[src/rtl/axil_pkg.sv]
// Shared AXI4-Lite types and helpers for the CL register-space read and write blocks.
package axil_pkg;

  localparam int unsigned AXIL_DATA_W   = 32;
  localparam logic [31:0] AXIL_ERR_DATA = 32'hDEAD_BEEF;

  typedef enum logic [1:0] {
    OKAY   = 2'b00,
    SLVERR = 2'b10,
    DECERR = 2'b11
  } axil_resp_t;

  typedef enum logic [1:0] {
    IDLE  = 2'd0,
    FETCH = 2'd1,
    RESP  = 2'd2
  } axil_rd_state_t;

  typedef struct packed {
    logic [AXIL_DATA_W-1:0] data;
    axil_resp_t             resp;
  } axil_r_t;

  // Saturating increment for the 16-bit error counters.
  function automatic logic [15:0] sat_inc16(input logic [15:0] v);
    return (v == 16'hFFFF) ? v : v + 16'd1;
  endfunction

endpackage

[src/rtl/axil_read_response_if.sv]
// AXI4-Lite read address and read data channels.
interface axil_rd_if #(
  parameter int unsigned ADDR_WIDTH = 32
);
  import axil_pkg::*;

  logic [ADDR_WIDTH-1:0]  araddr;
  logic                   arvalid;
  logic                   arready;
  logic [AXIL_DATA_W-1:0] rdata;
  axil_resp_t             rresp;
  logic                   rvalid;
  logic                   rready;

  modport slave (
    input  araddr, arvalid, rready,
    output arready, rdata, rresp, rvalid
  );

  modport master (
    output araddr, arvalid, rready,
    input  arready, rdata, rresp, rvalid
  );

endinterface

[src/rtl/axil_timeout_counter.sv]
// Clear/enable cycle counter; the terminal-count flag marks the last allowed wait cycle.
module axil_timeout_counter #(
  parameter int unsigned TIMEOUT_CYCLES = 255
) (
  input  logic clk,
  input  logic i_reset,
  input  logic i_clear,
  input  logic i_enable,
  output logic o_tc_c
);

  localparam int unsigned CNT_W = (TIMEOUT_CYCLES > 1) ? $clog2(TIMEOUT_CYCLES) : 1;
  localparam logic [CNT_W-1:0] TC_VAL = CNT_W'(TIMEOUT_CYCLES - 1);

  logic [CNT_W-1:0] count_q, count_d;

  always_comb begin
    count_d = count_q;
    if (i_clear) begin
      count_d = '0;
    end else if (i_enable) begin
      count_d = count_q + CNT_W'(1);
    end
  end

  always_ff @(posedge clk or negedge i_reset) begin
    if (!i_reset) begin
      count_q <= '0;
    end else begin
      count_q <= count_d;
    end
  end

  // Flag is raised during the cycle whose closing edge completes TIMEOUT_CYCLES waits.
  assign o_tc_c = i_enable && (count_q == TC_VAL);

endmodule

[src/rtl/axil_read_response.sv]
// AXI4-Lite read slave: window decode, backend fetch with timeout, single outstanding R beat.
module axil_read_response
  import axil_pkg::*;
#(
  parameter int unsigned           ADDR_WIDTH     = 32,
  parameter logic [ADDR_WIDTH-1:0] ADDR_BASE      = '0,
  parameter int unsigned           ADDR_SPAN      = 4096,
  parameter int unsigned           TIMEOUT_CYCLES = 255,
  parameter logic [31:0]           ERR_DATA       = AXIL_ERR_DATA,
  localparam int unsigned          IDX_W          = (ADDR_SPAN > 4) ? $clog2(ADDR_SPAN / 4) : 1
) (
  input  logic                   clk,
  input  logic                   i_reset,
  axil_rd_if.slave               bus,
  output logic                   o_rd_req,
  output logic [IDX_W-1:0]       o_rd_addr,
  input  logic                   i_rd_ack,
  input  logic [AXIL_DATA_W-1:0] i_rd_data,
  output logic [15:0]            o_err_count
);

  localparam logic [ADDR_WIDTH:0] SPAN_W = (ADDR_WIDTH + 1)'(ADDR_SPAN);

  axil_rd_state_t        state_q, state_d;
  axil_r_t               r_q, r_d;
  logic [IDX_W-1:0]      rd_addr_q, rd_addr_d;
  logic [15:0]           err_count_q, err_count_d;
  logic                  arready_q, arready_d;
  logic                  rvalid_q, rvalid_d;
  logic                  rd_req_q, rd_req_d;
  logic [ADDR_WIDTH-1:0] offset_c;
  logic                  in_window_c;
  logic                  tc_c;

  // Offset is only meaningful once the address is known to be at or above the base.
  assign offset_c    = bus.araddr - ADDR_BASE;
  assign in_window_c = (bus.araddr >= ADDR_BASE) && ({1'b0, offset_c} < SPAN_W);

  axil_timeout_counter #(
    .TIMEOUT_CYCLES(TIMEOUT_CYCLES)
  ) u_timeout (
    .clk     (clk),
    .i_reset (i_reset),
    .i_clear (state_q != FETCH),
    .i_enable(state_q == FETCH),
    .o_tc_c  (tc_c)
  );

  always_comb begin
    state_d     = state_q;
    r_d         = r_q;
    rd_addr_d   = rd_addr_q;
    err_count_d = err_count_q;
    case (state_q)
      IDLE: begin
        if (bus.arvalid && arready_q) begin
          if (in_window_c) begin
            rd_addr_d = offset_c[IDX_W+1:2];
            state_d   = FETCH;
          end else begin
            r_d     = '{data: ERR_DATA, resp: DECERR};
            state_d = RESP;
          end
        end
      end
      FETCH: begin
        // A coincident ack beats the timeout.
        if (i_rd_ack) begin
          r_d     = '{data: i_rd_data, resp: OKAY};
          state_d = RESP;
        end else if (tc_c) begin
          r_d     = '{data: ERR_DATA, resp: SLVERR};
          state_d = RESP;
        end
      end
      RESP: begin
        if (bus.rready) begin
          state_d = IDLE;
          if (r_q.resp != OKAY) begin
            err_count_d = sat_inc16(err_count_q);
          end
        end
      end
      default: state_d = IDLE;
    endcase
    arready_d = (state_d == IDLE);
    rvalid_d  = (state_d == RESP);
    rd_req_d  = (state_d == FETCH);
  end

  always_ff @(posedge clk or negedge i_reset) begin
    if (!i_reset) begin
      state_q     <= IDLE;
      r_q         <= '{data: '0, resp: OKAY};
      rd_addr_q   <= '0;
      err_count_q <= '0;
      arready_q   <= 1'b0;
      rvalid_q    <= 1'b0;
      rd_req_q    <= 1'b0;
    end else begin
      state_q     <= state_d;
      r_q         <= r_d;
      rd_addr_q   <= rd_addr_d;
      err_count_q <= err_count_d;
      arready_q   <= arready_d;
      rvalid_q    <= rvalid_d;
      rd_req_q    <= rd_req_d;
    end
  end

  assign bus.arready = arready_q;
  assign bus.rvalid  = rvalid_q;
  assign bus.rdata   = r_q.data;
  assign bus.rresp   = r_q.resp;
  assign o_rd_req    = rd_req_q;
  assign o_rd_addr   = rd_addr_q;
  assign o_err_count = err_count_q;

endmodule

[src/flat_wrapper.sv]
// flat-port wrapper written by rule: the top's interface ports become plain ports
module axil_read_response_flat import axil_pkg::*;
#(
  parameter int unsigned           ADDR_WIDTH     = 32,
  parameter logic [ADDR_WIDTH-1:0] ADDR_BASE      = '0,
  parameter int unsigned           ADDR_SPAN      = 4096,
  parameter int unsigned           TIMEOUT_CYCLES = 255,
  parameter logic [31:0]           ERR_DATA       = AXIL_ERR_DATA,
  localparam int unsigned          IDX_W          = (ADDR_SPAN > 4) ? $clog2(ADDR_SPAN / 4) : 1
)
  (clk, i_reset, o_rd_req, o_rd_addr, i_rd_ack, i_rd_data, o_err_count, bus_araddr, bus_arvalid, bus_rready, bus_arready, bus_rdata, bus_rresp, bus_rvalid);
  axil_rd_if #(.ADDR_WIDTH(ADDR_WIDTH)) bus_i ();
  input  logic clk;
  input  logic i_reset;
  output logic o_rd_req;
  output logic [IDX_W-1:0] o_rd_addr;
  input  logic i_rd_ack;
  input  logic [AXIL_DATA_W-1:0] i_rd_data;
  output logic [15:0] o_err_count;
  input wire logic [$bits(bus_i.araddr)-1:0] bus_araddr;
  input wire logic [$bits(bus_i.arvalid)-1:0] bus_arvalid;
  input wire logic [$bits(bus_i.rready)-1:0] bus_rready;
  output wire logic [$bits(bus_i.arready)-1:0] bus_arready;
  output wire logic [$bits(bus_i.rdata)-1:0] bus_rdata;
  output wire logic [$bits(bus_i.rresp)-1:0] bus_rresp;
  output wire logic [$bits(bus_i.rvalid)-1:0] bus_rvalid;
  assign bus_i.araddr = bus_araddr;
  assign bus_i.arvalid = bus_arvalid;
  assign bus_i.rready = bus_rready;
  assign bus_arready = bus_i.arready;
  assign bus_rdata = bus_i.rdata;
  assign bus_rresp = bus_i.rresp;
  assign bus_rvalid = bus_i.rvalid;
  axil_read_response #(.ADDR_WIDTH(ADDR_WIDTH), .ADDR_BASE(ADDR_BASE), .ADDR_SPAN(ADDR_SPAN), .TIMEOUT_CYCLES(TIMEOUT_CYCLES), .ERR_DATA(ERR_DATA)) u_core (.clk(clk), .i_reset(i_reset), .bus(bus_i), .o_rd_req(o_rd_req), .o_rd_addr(o_rd_addr), .i_rd_ack(i_rd_ack), .i_rd_data(i_rd_data), .o_err_count(o_err_count));
endmodule
[config.mk]
export PLATFORM = sky130hd
export DESIGN_NAME = axil_read_response_flat
export DESIGN_NICKNAME = d
export VERILOG_FILES = /design/src/rtl/axil_pkg.sv /design/src/rtl/axil_read_response_if.sv /design/src/rtl/axil_timeout_counter.sv /design/src/rtl/axil_read_response.sv /design/src/flat_wrapper.sv
export SDC_FILE = /design/constraint.sdc
export NUM_CORES = 1
export LEC_CHECK = 0
export BUFFER_PORTS_ARGS = -buffer_cell sky130_fd_sc_hd__clkbuf_2
export CAP_MARGIN = 15
export CORE_MARGIN = 2
export CORE_UTILIZATION = 42
export CTS_CLUSTER_SIZE = 8
export DETAILED_ROUTE_END_ITERATION = 8
export PLACE_DENSITY_LB_ADDON = 0.3
export SLEW_MARGIN = 20
export SYNTH_ARGS = -nofsm -noshare
export SYNTH_HDL_FRONTEND = slang
export SYNTH_SLANG_ARGS = --single-unit
export TNS_END_PERCENT = 1
[constraint.sdc]
create_clock -name clk -period 2.2 [get_ports clk]
set_clock_uncertainty 0.1 [all_clocks]
set_input_delay 0.11 -clock clk [delete_from_list [all_inputs] [get_ports clk]]
set_output_delay 0.11 -clock clk [all_outputs]
set_load 0.1 [all_outputs]
==> impl_metrics.csv, run 1 <==
group,metric,value,unit
detailed_routing,antenna_left,0,
detailed_routing,drt-wirelength-per-cell,15.1,um
worst_setup_path,critPathMaxStageDelay,0.52,ns
grt,antenna_found_initial,0,
run,maxCapViolCount,0,
synthesis,syn_avg_cell_area,13.1,um2
worst_setup_path,crit_path_end_kind,"flip-flop",
synthesis,synth_nets,317,
power,irDropWorstVdd,0.000830,V
sta,worstMarginPinSlew,0.570,ns
clock_network,post_cts_buffers,0,
worst_setup_path,arrival,2.09,ns
finish,drive_above_1_share,46.4,%
worst_setup_path,r2r_slack,0.24,ns
outcome,status,"finished, final reports clean",
synthesis,ys_async_sr_fraction,100,%
synthesis,synth.most_common_cell,"dfrtp_1",
finish,area_growth,43.7,%
hold_path,hold_path.class,"in -> reg",
worst_setup_path,worst_setup_path_start_kind,"flip-flop",
clock_network,clk_latency,0.34,ns
finish,multi_input_comb_area,1270,um2
detailed_routing,m1WireLength,3380,um
place,pre_cts_ws,0.254,ns
floorplanning,start_util,43.8,%
detailed_routing,wirelength,7940,um
worst_setup_path,path_cells,"nand2b_4, or3_1, nor4_2, mux2_1",
floorplanning,die_x,91.4,um
power,p_leak,2.08,nW
hold_path,worstHoldPathCells,3,
floorplanning,die_h,91.4,um
clock_network,cts_made_buffers,9,
synthesis,ys_ff_latch,73,
worst_setup_path,cp_data_required_time,2.33,ns
worst_setup_path,crit_family,"simple AND/OR/NAND/NOR gates",
synthesis,yosysWarnings,0,
power,p_per_area,763,nW/um2
synthesis,ys_seq_area_share,56.9,%
finish,utilization,62.9,%
finish,nFillCells,564,
synthesis,netlist.area_leader.share,56.9,%
sta,rsz0062_at_grt,"no",
hold_path,worstHoldStart,"i_rd_ack",
grt,grt-ovfl-total,0,
floorplanning,rows,31,
sta,setup_viol,0,
clock_network,cts_buffer_depth,2,
floorplanning,core_area,7330,um2
clock_network,root_buffer,"clkbuf_8",
grt,grt_max_degree,39,
hold_path,min_to,"u_core.state_q[0]$_DFF_PN0_",
synthesis,synthDistinctLibCells,50,
synthesis,yosysTopAreaCell,"dfrtp_1",
floorplanning,dieArea,8360,um2
worst_setup_path,r2r-start,"u_core.state_q[0]$_DFF_PN0_",
clock_network,cts_sinks,73,
finish,regArea,1850,um2
sta,slew_viol_final,0,
worst_setup_path,crit_buf_inv,0,
detailed_routing,highest-signal-layer,"met4",
worst_setup_path,path_max_fanout,7,
detailed_routing,via_count,2686,
grt,grt_pass1_wl,12900,um
synthesis,synth_ff_type,"dfrtp_1",
sta,fin_crit_sh,89.2,%
place,place_hpwl,5150,um
worst_setup_path,slowest_stage,"or3_1",
detailed_routing,met2_wirelength,3850,um
detailed_routing,wl_met3,547,um
synthesis,yosys-top-cells-count,"dfrtp_1, o32a_1, xor2_1, mux2_2, nor2_1",
detailed_routing,via_per_inst,5.13,
clock_network,clk_pin_slew,0.08,ns
sta,slew_headroom,62.1,%
place,gp_congestion,0.805,
detailed_routing,drt_iter0_markers,97,
floorplanning,io_pins,132,
sta,fmax,510,MHz
clock_network,cts-htree-levels,3,
detailed_routing,dr.pass1.iters,5,
finish,antenna_cells,0,
finish,fin_nets,492,
detailed_routing,drc,0,
synthesis,synth-edff-count,0,
grt,grt_pass1_vias,2671,
sta,final.min_clock_period,1.96,ns
worst_setup_path,worst-setup-path-type,"reg -> reg",
synthesis,synth_area_leaders,"dfrtp_1, o32a_1, mux2_2, xor2_1, a32o_1",
worst_setup_path,r2r-end,"u_core.o_err_count[15]$_DFFE_PN0P_",
synthesis,syn_area,3210,um2
synthesis,syn_inst,245,
place,port_buffers,129,
clock_network,tritoncts,"yes",
sta,hold_viol_final,0,
worst_setup_path,r2r_cells,4,
sta,setup_slack,0.238,ns
grt,grt.total_usage,19.4,%
==> power by group <==
part / internal, W / switching, W / leakage [nW]
sequential: 0.00142 / 0.0000863 / 0.839
combinational: 0.000245 / 0.000739 / 1.15
clock: 0.000526 / 0.000498 / 0.0889
total: 0.00219 / 0.00132 / 2.08
==> placed cells by master, fill, tap and decap left out, types with 3 or more instances in the layout <==
master	Yosys	routed
buf_12	0	3
dlygate4sd3_1	0	44
xnor2_1	3	3
o21ai_0	3	3
o32a_1	19	19
or3_1	3	3
nor3_1	8	8
nor4_1	4	4
inv_1	4	4
nor2_1	12	12
dfrtp_2	0	15
nor4_2	5	5
nand3_1	6	6
mux2_2	12	12
clkbuf_8	0	9
xor2_1	14	14
buf_4	1	3
nand4_1	5	5
nand2_1	11	11
a32o_1	8	8
clkinvlp_4	0	3
ha_1	3	3
o32a_2	5	5
dfrtp_1	73	58
clkbuf_2	1	128
==> logic make-up after synthesis <==
| group | synth area share (%) |
|---|---|
| AND/OR/NAND/NOR | 15.4 |
| flip-flops | 56.9 |
| AO/OA/AOI/OAI | 13.3 |
| buffers and inverters | 3.55 |
| XOR/XNOR | 4.64 |
| multiplexers | 5.03 |
| adder cells (fa/ha/maj) | 1.17 |
==> per-stage QoR <==
| stage | hold slack, ns | cell area [um2] | total power, W | setup TNS, ns | instances |
|---|---|---|---|---|---|
| detailed placement | 0.00889 | 3980 | 0.00246 | 0 | 464 |
| global route | 0.0551 | 4610 | 0.00369 | 0 | 524 |
| floorplan | -0.286 | 3230 | 0.00227 | -0.598 | 245 |
| CTS | 0.0329 | 4610 | 0.00356 | 0 | 524 |
| finish | 0.0524 | 4610 | 0.00352 | 0 | 524 |
| global placement | 0.00736 | 3980 | 0.00245 | 0 | 464 |
==> registers in the layout, indices dropped and copies added, names as in the netlist <==
signal,cells
u_core.o_rd_addr,10
u_core.bus.rdata,32
u_core.state_q,2
u_core.bus.arready,1
u_core.o_rd_req,1
u_core.u_timeout.count_q,8
u_core.bus.rvalid,1
u_core.bus.rresp,2
u_core.o_err_count,16
==> per-layer routing <==
layer  up-vias  global-route usage (%)
met2       110                    31.1
met1      1286                    24.4
met5         -                       0
li1       1276                       -
met3        14                    5.73
met4         0                    7.95
==> tightest hold or removal path, cell delays in order <==
cell and delay (ns):
clkbuf_2 0.11, a41o_1 0.16, o21bai_1 0.07
==> area by class of cell <==
class,instances,area share (%)
clock inverters,6,1.44
clock buffers,10,2.77
well taps,99,2.69
multi-input cells,154,27.5
repair buffers,178,25.2
inverters,4,0.326
flip-flops and latches,73,40.0
==> worst max path at each step <==
stage | startpoint | endpoint | slack [ns] | cells past startpoint
3_3_place_gp | u_core.state_q[0]$_DFF_PN0_ | u_core.o_err_count[15]$_DFFE_PN0P_ | 0.27 | 4
6_report | u_core.state_q[0]$_DFF_PN0_ | u_core.o_err_count[15]$_DFFE_PN0P_ | 0.24 | 4
3_5_place_dp | u_core.state_q[0]$_DFF_PN0_ | u_core.o_err_count[15]$_DFFE_PN0P_ | 0.25 | 4
4_1_cts | u_core.state_q[0]$_DFF_PN0_ | u_core.o_err_count[15]$_DFFE_PN0P_ | 0.23 | 4
2_1_floorplan | u_core.o_err_count[15]$_DFFE_PN0P_ | u_core.o_err_count[1]$_DFFE_PN0P_ | -0.11 | 4
5_1_grt | u_core.state_q[0]$_DFF_PN0_ | u_core.o_err_count[11]$_DFFE_PN0P_ | 0.18 | 4
==> what timing repair did <==
item	in CTS	in global routing
hold buffers	44	0
resized for setup	0	0
hold endpoints to repair	81	0
(Power assumes the default switching activity.)
==> inputs of run 2 (changes only) <==
==> constraint.sdc (replaced) <==
create_clock -name clk -period 2.2 [get_ports clk]
set_clock_uncertainty 0.1 [all_clocks]
set_input_delay 0.33 -clock clk [delete_from_list [all_inputs] [get_ports clk]]
set_output_delay 0.33 -clock clk [all_outputs]
set_load 0.1 [all_outputs]
==> impl_metrics.csv, run 2 (synthesis gave the netlist of run 1 again) <==
group,metric,value,unit
outcome,status,"finished, final reports clean",
worst_setup_path,slowest_stage,"or3_1",
place,pre_cts_ws,0.123,ns
finish,nFillCells,651,
sta,setup_slack,0.214,ns
worst_setup_path,r2r_slack,0.21,ns
clock_network,cts_made_buffers,9,
detailed_routing,drt_iter0_markers,120,
power,switching_share,38.0,%
detailed_routing,drt-wirelength-per-cell,15.5,um
detailed_routing,via_per_inst,5.22,
sta,rsz0062_at_grt,"no",
place,place_inst,464,
power,seq_power_share,43.4,%
sta,hold_viol_final,0,
grt,antenna_found_initial,0,
finish,layout_commonest_cell,"clkbuf_2",
finish,area_growth,30.7,%
sta,fin_crit_sh,90.3,%
sta,slew_viol_final,0,
worst_setup_path,critPathMaxStageDelay,0.52,ns
worst_setup_path,crit_path_end_kind,"flip-flop",
place,place_hpwl,5480,um
place,gp_congestion,0.847,
place,port_buffers,129,
worst_setup_path,crit_buf_inv,0,
finish,drive_above_1_share,51.6,%
run,maxCapViolCount,0,
finish,largest_register_ff_count,32,
worst_setup_path,arrival,2.10,ns
power,power.switching,0.00132,W
floorplanning,dieArea,8360,um2
floorplanning,rows,31,
clock_network,root_buffer,"clkbuf_8",
power,total_power,0.00348,W
power,p_per_area,831,nW/um2
finish,antenna_cells,0,
worst_setup_path,r2r-start,"u_core.state_q[0]$_DFF_PN0_",
power,clkPwrFrac,29.6,%
detailed_routing,dr.pass1.iters,4,
floorplanning,die_x,91.4,um
floorplanning,die_h,91.4,um
finish,fin_nets,449,
finish,final_cell_count_no_fill,481,
floorplanning,start_util,43.8,%
worst_setup_path,worst_setup_path_start_kind,"flip-flop",
floorplanning,core_area,7330,um2
worst_setup_path,crit_start,"u_core.state_q[0]$_DFF_PN0_",
grt,grt_pass1_wl,12100,um
worst_setup_path,path_max_fanout,7,
clock_network,cts_buffer_depth,2,
clock_network,cts_sinks,73,
sta,worstMarginPinSlew,0.573,ns
finish,layout_common_cells,"clkbuf_2, dfrtp_1, o32a_1",
detailed_routing,via_count,2513,
sta,final.min_clock_period,1.99,ns
clock_network,tritoncts,"yes",
clock_network,post_cts_buffers,0,
grt,grt_max_degree,42,
floorplanning,io_pins,132,
detailed_routing,wirelength,7470,um
hold_path,worstHoldStart,"i_rd_data[20]",
worst_setup_path,path_cells,"nand2b_4, or3_1, nor4_2, mux2_1",
hold_path,hold_path.class,"in -> reg",
power,irDropWorstVdd,0.00113,V
detailed_routing,drc,0,
power,p_int,0.00216,W
clock_network,cts-htree-levels,3,
grt,grt_pass1_vias,2477,
worst_setup_path,worst-setup-path-type,"reg -> reg",
sta,slew_headroom,61.9,%
sta,setup_viol,0,
grt,grt-ovfl-total,0,
clock_network,clk_pin_slew,0.08,ns
grt,grt.total_usage,18.1,%
power,pwr-share-comb,27.0,%
worst_setup_path,cp_data_required_time,2.32,ns
worst_setup_path,crit_family,"simple AND/OR/NAND/NOR gates",
sta,hold_ws,0.103,ns
detailed_routing,antenna_left,0,
clock_network,clk_latency,0.34,ns
sta,fmax,504,MHz
power,p_leak,1.91,nW
-- run 2: cell types whose count changed in the layout (fill, tap and decap cells not counted) --
cell and change:
clkinv_4 +1, clkinvlp_4 -1, buf_4 -1, buf_12 +1
dlygate4sd3_1 -43
-- run 2: routing by layer --
| metal | GRT usage [%] | vias to the layer above | part of all wire, % |
|---|---|---|---|
| li1 | - | 1190 | - |
| met1 | 23.9 | 1217 | 42 |
| met2 | 28.2 | 100 | 49 |
| met3 | 5.73 | 6 | 7.0 |
| met4 | 6.57 | 0 | 1.2 |
| met5 | 0 | - | 0 |
-- run 2: area by class of cell --
cell class / count / area, um2 / share of cell area [%]
Timing Repair Buffer: 135 / 746 / 17.8
Inverter: 4 / 15.0 / 0.358
Multi-Input combinational cell: 154 / 1270 / 30.3
Clock inverter: 6 / 67.6 / 1.61
Sequential cell: 73 / 1850 / 44.0
Tap cell: 99 / 124 / 2.95
Clock buffer: 10 / 128 / 3.04
-- run 2: worst paths after layout --
kind / endpoint / depth (start not counted)
worst max-delay path: u_core.o_err_count[15]$_DFFE_PN0P_ / 4
worst max register to register: u_core.o_err_count[15]$_DFFE_PN0P_ / 4
worst min register to register: u_core.o_err_count[14]$_DFFE_PN0P_ / 1
max in group asynchronous: u_core.bus.rresp[1]$_DFFE_PN0P_ / 3
min in group asynchronous: u_core.o_err_count[15]$_DFFE_PN0P_ / 2
worst min-delay path: u_core.bus.rdata[20]$_DFFE_PN0P_ / 2
-- run 2: repair_timing --
| action | CTS | global route |
|---|---|---|
| gates resized for setup | 0 | 0 |
| endpoints found under the setup margin | 0 | 0 |
| hold endpoints to repair | 32 | 0 |
| hold buffers | 1 | 0 |
-- run 2: metrics by stage --
step | instance area, um2 | setup TNS (ns) | util (%)
3_3_place_gp | 3990 | 0 | 54.4
3_5_place_dp | 3990 | 0 | 54.4
4_1_cts | 4190 | 0 | 57.2
5_1_grt | 4190 | 0 | 57.2
6_report | 4190 | 0 | 57.2
2_1_floorplan | 3230 | -0.598 | -
-- run 2: power groups by stage --
stage	Clock [W]	Sequential, W	Combinational [W]
floorplan	0	0.00200	0.000270
global placement	0	0.00154	0.000934
detailed placement	0	0.00154	0.000942
CTS	0.00107	0.00151	0.000948
global route	0.00113	0.00153	0.000987
finish	0.00103	0.00151	0.000940
==> inputs of run 3 (changes only) <==
clock period = 1.9 ns   (was 2.2 ns; I/O delays follow)
==> impl_metrics.csv, run 3 (synthesis gave the netlist of run 1 again) <==
group,metric,value,unit
detailed_routing,wirelength,7670,um
power,irDropWorstVdd,0.000492,V
worst_setup_path,r2r_slack,0.1,ns
finish,antenna_cells,0,
grt,antenna_found_initial,0,
clock_network,cts_made_buffers,9,
place,place_hpwl,5390,um
clock_network,clk_pin_slew,0.07,ns
sta,setup_viol,0,
run,maxCapViolCount,0,
worst_setup_path,crit_path_end_kind,"flip-flop",
sta,slew_viol_final,0,
grt,grt_pass1_vias,2628,
finish,drive_above_1_share,55.8,%
worst_setup_path,crit_start,"u_core.u_timeout.count_q[4]$_DFF_PN0_",
floorplanning,io_pins,132,
finish,utilization,60.1,%
grt,grt.total_usage,18.9,%
worst_setup_path,crit_cells,5,
worst_setup_path,crit_end,"u_core.bus.rdata[30]$_DFFE_PN0P_",
sta,fin_tns_setup,0,ns
clock_network,clk_latency,0.33,ns
worst_setup_path,r2r-start,"u_core.u_timeout.count_q[4]$_DFF_PN0_",
detailed_routing,dr.pass1.iters,4,
worst_setup_path,worst-setup-path-type,"reg -> reg",
floorplanning,start_util,43.8,%
clock_network,post_cts_buffers,0,
worst_setup_path,crit_family,"compound AO/OA/AOI/OAI gates",
sta,slew_headroom,63.2,%
floorplanning,core_area,7330,um2
floorplanning,die_h,91.4,um
place,port_buffers,129,
clock_network,cts_sinks,73,
floorplanning,die_x,91.4,um
sta,final.min_clock_period,1.80,ns
clock_network,tritoncts,"yes",
power,p_leak,2.00,nW
grt,grt_max_degree,43,
sta,worstMarginPinSlew,0.555,ns
worst_setup_path,cp_data_required_time,2.02,ns
worst_setup_path,slowest_stage,"dfrtp_1",
detailed_routing,drt-wirelength-per-cell,15.7,um
finish,nFillCells,620,
worst_setup_path,arrival,1.92,ns
worst_setup_path,crit_buf_inv,1,
worst_setup_path,worst_setup_path_start_kind,"flip-flop",
power,p_per_area,998,nW/um2
clock_network,cts-htree-levels,3,
worst_setup_path,path_cells,"and4_1, a41o_1, and2_1, buf_12, o32a_2",
sta,rsz0062_at_grt,"no",
outcome,status,"finished, final reports clean",
finish,layout_common_cells,"clkbuf_2, dfrtp_1, o32a_1",
finish,fin_nets,459,
worst_setup_path,path_max_fanout,25,
detailed_routing,via_per_inst,5.27,
clock_network,root_buffer,"clkbuf_8",
detailed_routing,via_count,2581,
finish,final_area,4410,um2
detailed_routing,drc,0,
finish,largest_register_ff_count,32,
finish,regArea,1890,um2
detailed_routing,drt_iter0_markers,70,
grt,grt_pass1_wl,12600,um
sta,hold_viol_final,0,
sta,fin_crit_sh,95.0,%
grt,grt-ovfl-total,0,
finish,multi_input_comb_area,1320,um2
detailed_routing,antenna_left,0,
floorplanning,dieArea,8360,um2
place,dpl_cell_area,4130,um2
worst_setup_path,r2r_cells,5,
sta,fmax,554,MHz
clock_network,cts_buffer_depth,2,
hold_path,hold_path.class,"in -> reg",
place,gp_congestion,0.803,
finish,area_growth,37.3,%
floorplanning,rows,31,
finish,layout_commonest_cell,"clkbuf_2",
worst_setup_path,critPathMaxStageDelay,0.42,ns
worst_setup_path,r2r-end,"u_core.bus.rdata[30]$_DFFE_PN0P_",
sta,hold_ws,0.0635,ns
run 3: cell count changes in the layout (fill, tap and decap cells not counted), sizes merged:
cell and delta:
buf +10, bufinv +2, clkinvlp -2, inv -1
run 3: area by class of cell:
cell class	instances	share of cell area, %
sequential	73	42.9
multi-input combinational	154	29.9
timing repair buffer	145	18.6
clock buffer	10	3.12
tap	99	2.81
clock inverter	5	2.36
inverter	4	0.341
run 3: worst min path at each step:
stage,startpoint,end,slack [ns],cells after the start
final,i_rd_data[29],u_core.bus.rdata[29]$_DFFE_PN0P_,0.06,2
after global routing,i_rd_data[1],u_core.bus.rdata[1]$_DFFE_PN0P_,0.05,2
after CTS,i_rd_data[29],u_core.bus.rdata[29]$_DFFE_PN0P_,0.04,2
after detailed placement,i_reset,u_core.o_err_count[1]$_DFFE_PN0P_,0.16,1
after global placement,i_reset,u_core.o_err_count[1]$_DFFE_PN0P_,0.16,1
after floorplan,i_reset,u_core.bus.arready$_DFF_PN0_,-0.11,0
run 3: timing repair:
action                     4_1_cts  5_1_grt
hold endpoints to repair        31        0
hold buffers                     1        0
setup endpoints to repair        0        6
resized for setup                0        5
run 3: per-layer routing:
layer  part of all wire (%)  wire length [um]  vias up  GRT usage, %
li1                       -                 -     1214             -
met1                     44              3350     1273          24.1
met2                     47              3640       90          30.0
met3                    8.1               625        4          7.14
met4                   0.76                58        0          5.43
met5                      0                 0        -             0
run 3: power by group:
part           switching (W)  total [W]  internal [W]
Combinational       0.000883    0.00117      0.000288
Clock               0.000560    0.00146      0.000901
Sequential         0.0000898    0.00177       0.00168
run 3: per-stage QoR:
step	power, W	setup slack (ns)	instances
after floorplan	0.00267	-0.0870	245
after global placement	0.00294	0.0482	474
after detailed placement	0.00296	0.0239	474
after CTS	0.00444	0.0413	490
after global routing	0.00458	0.0258	490
final	0.00440	0.0951	490
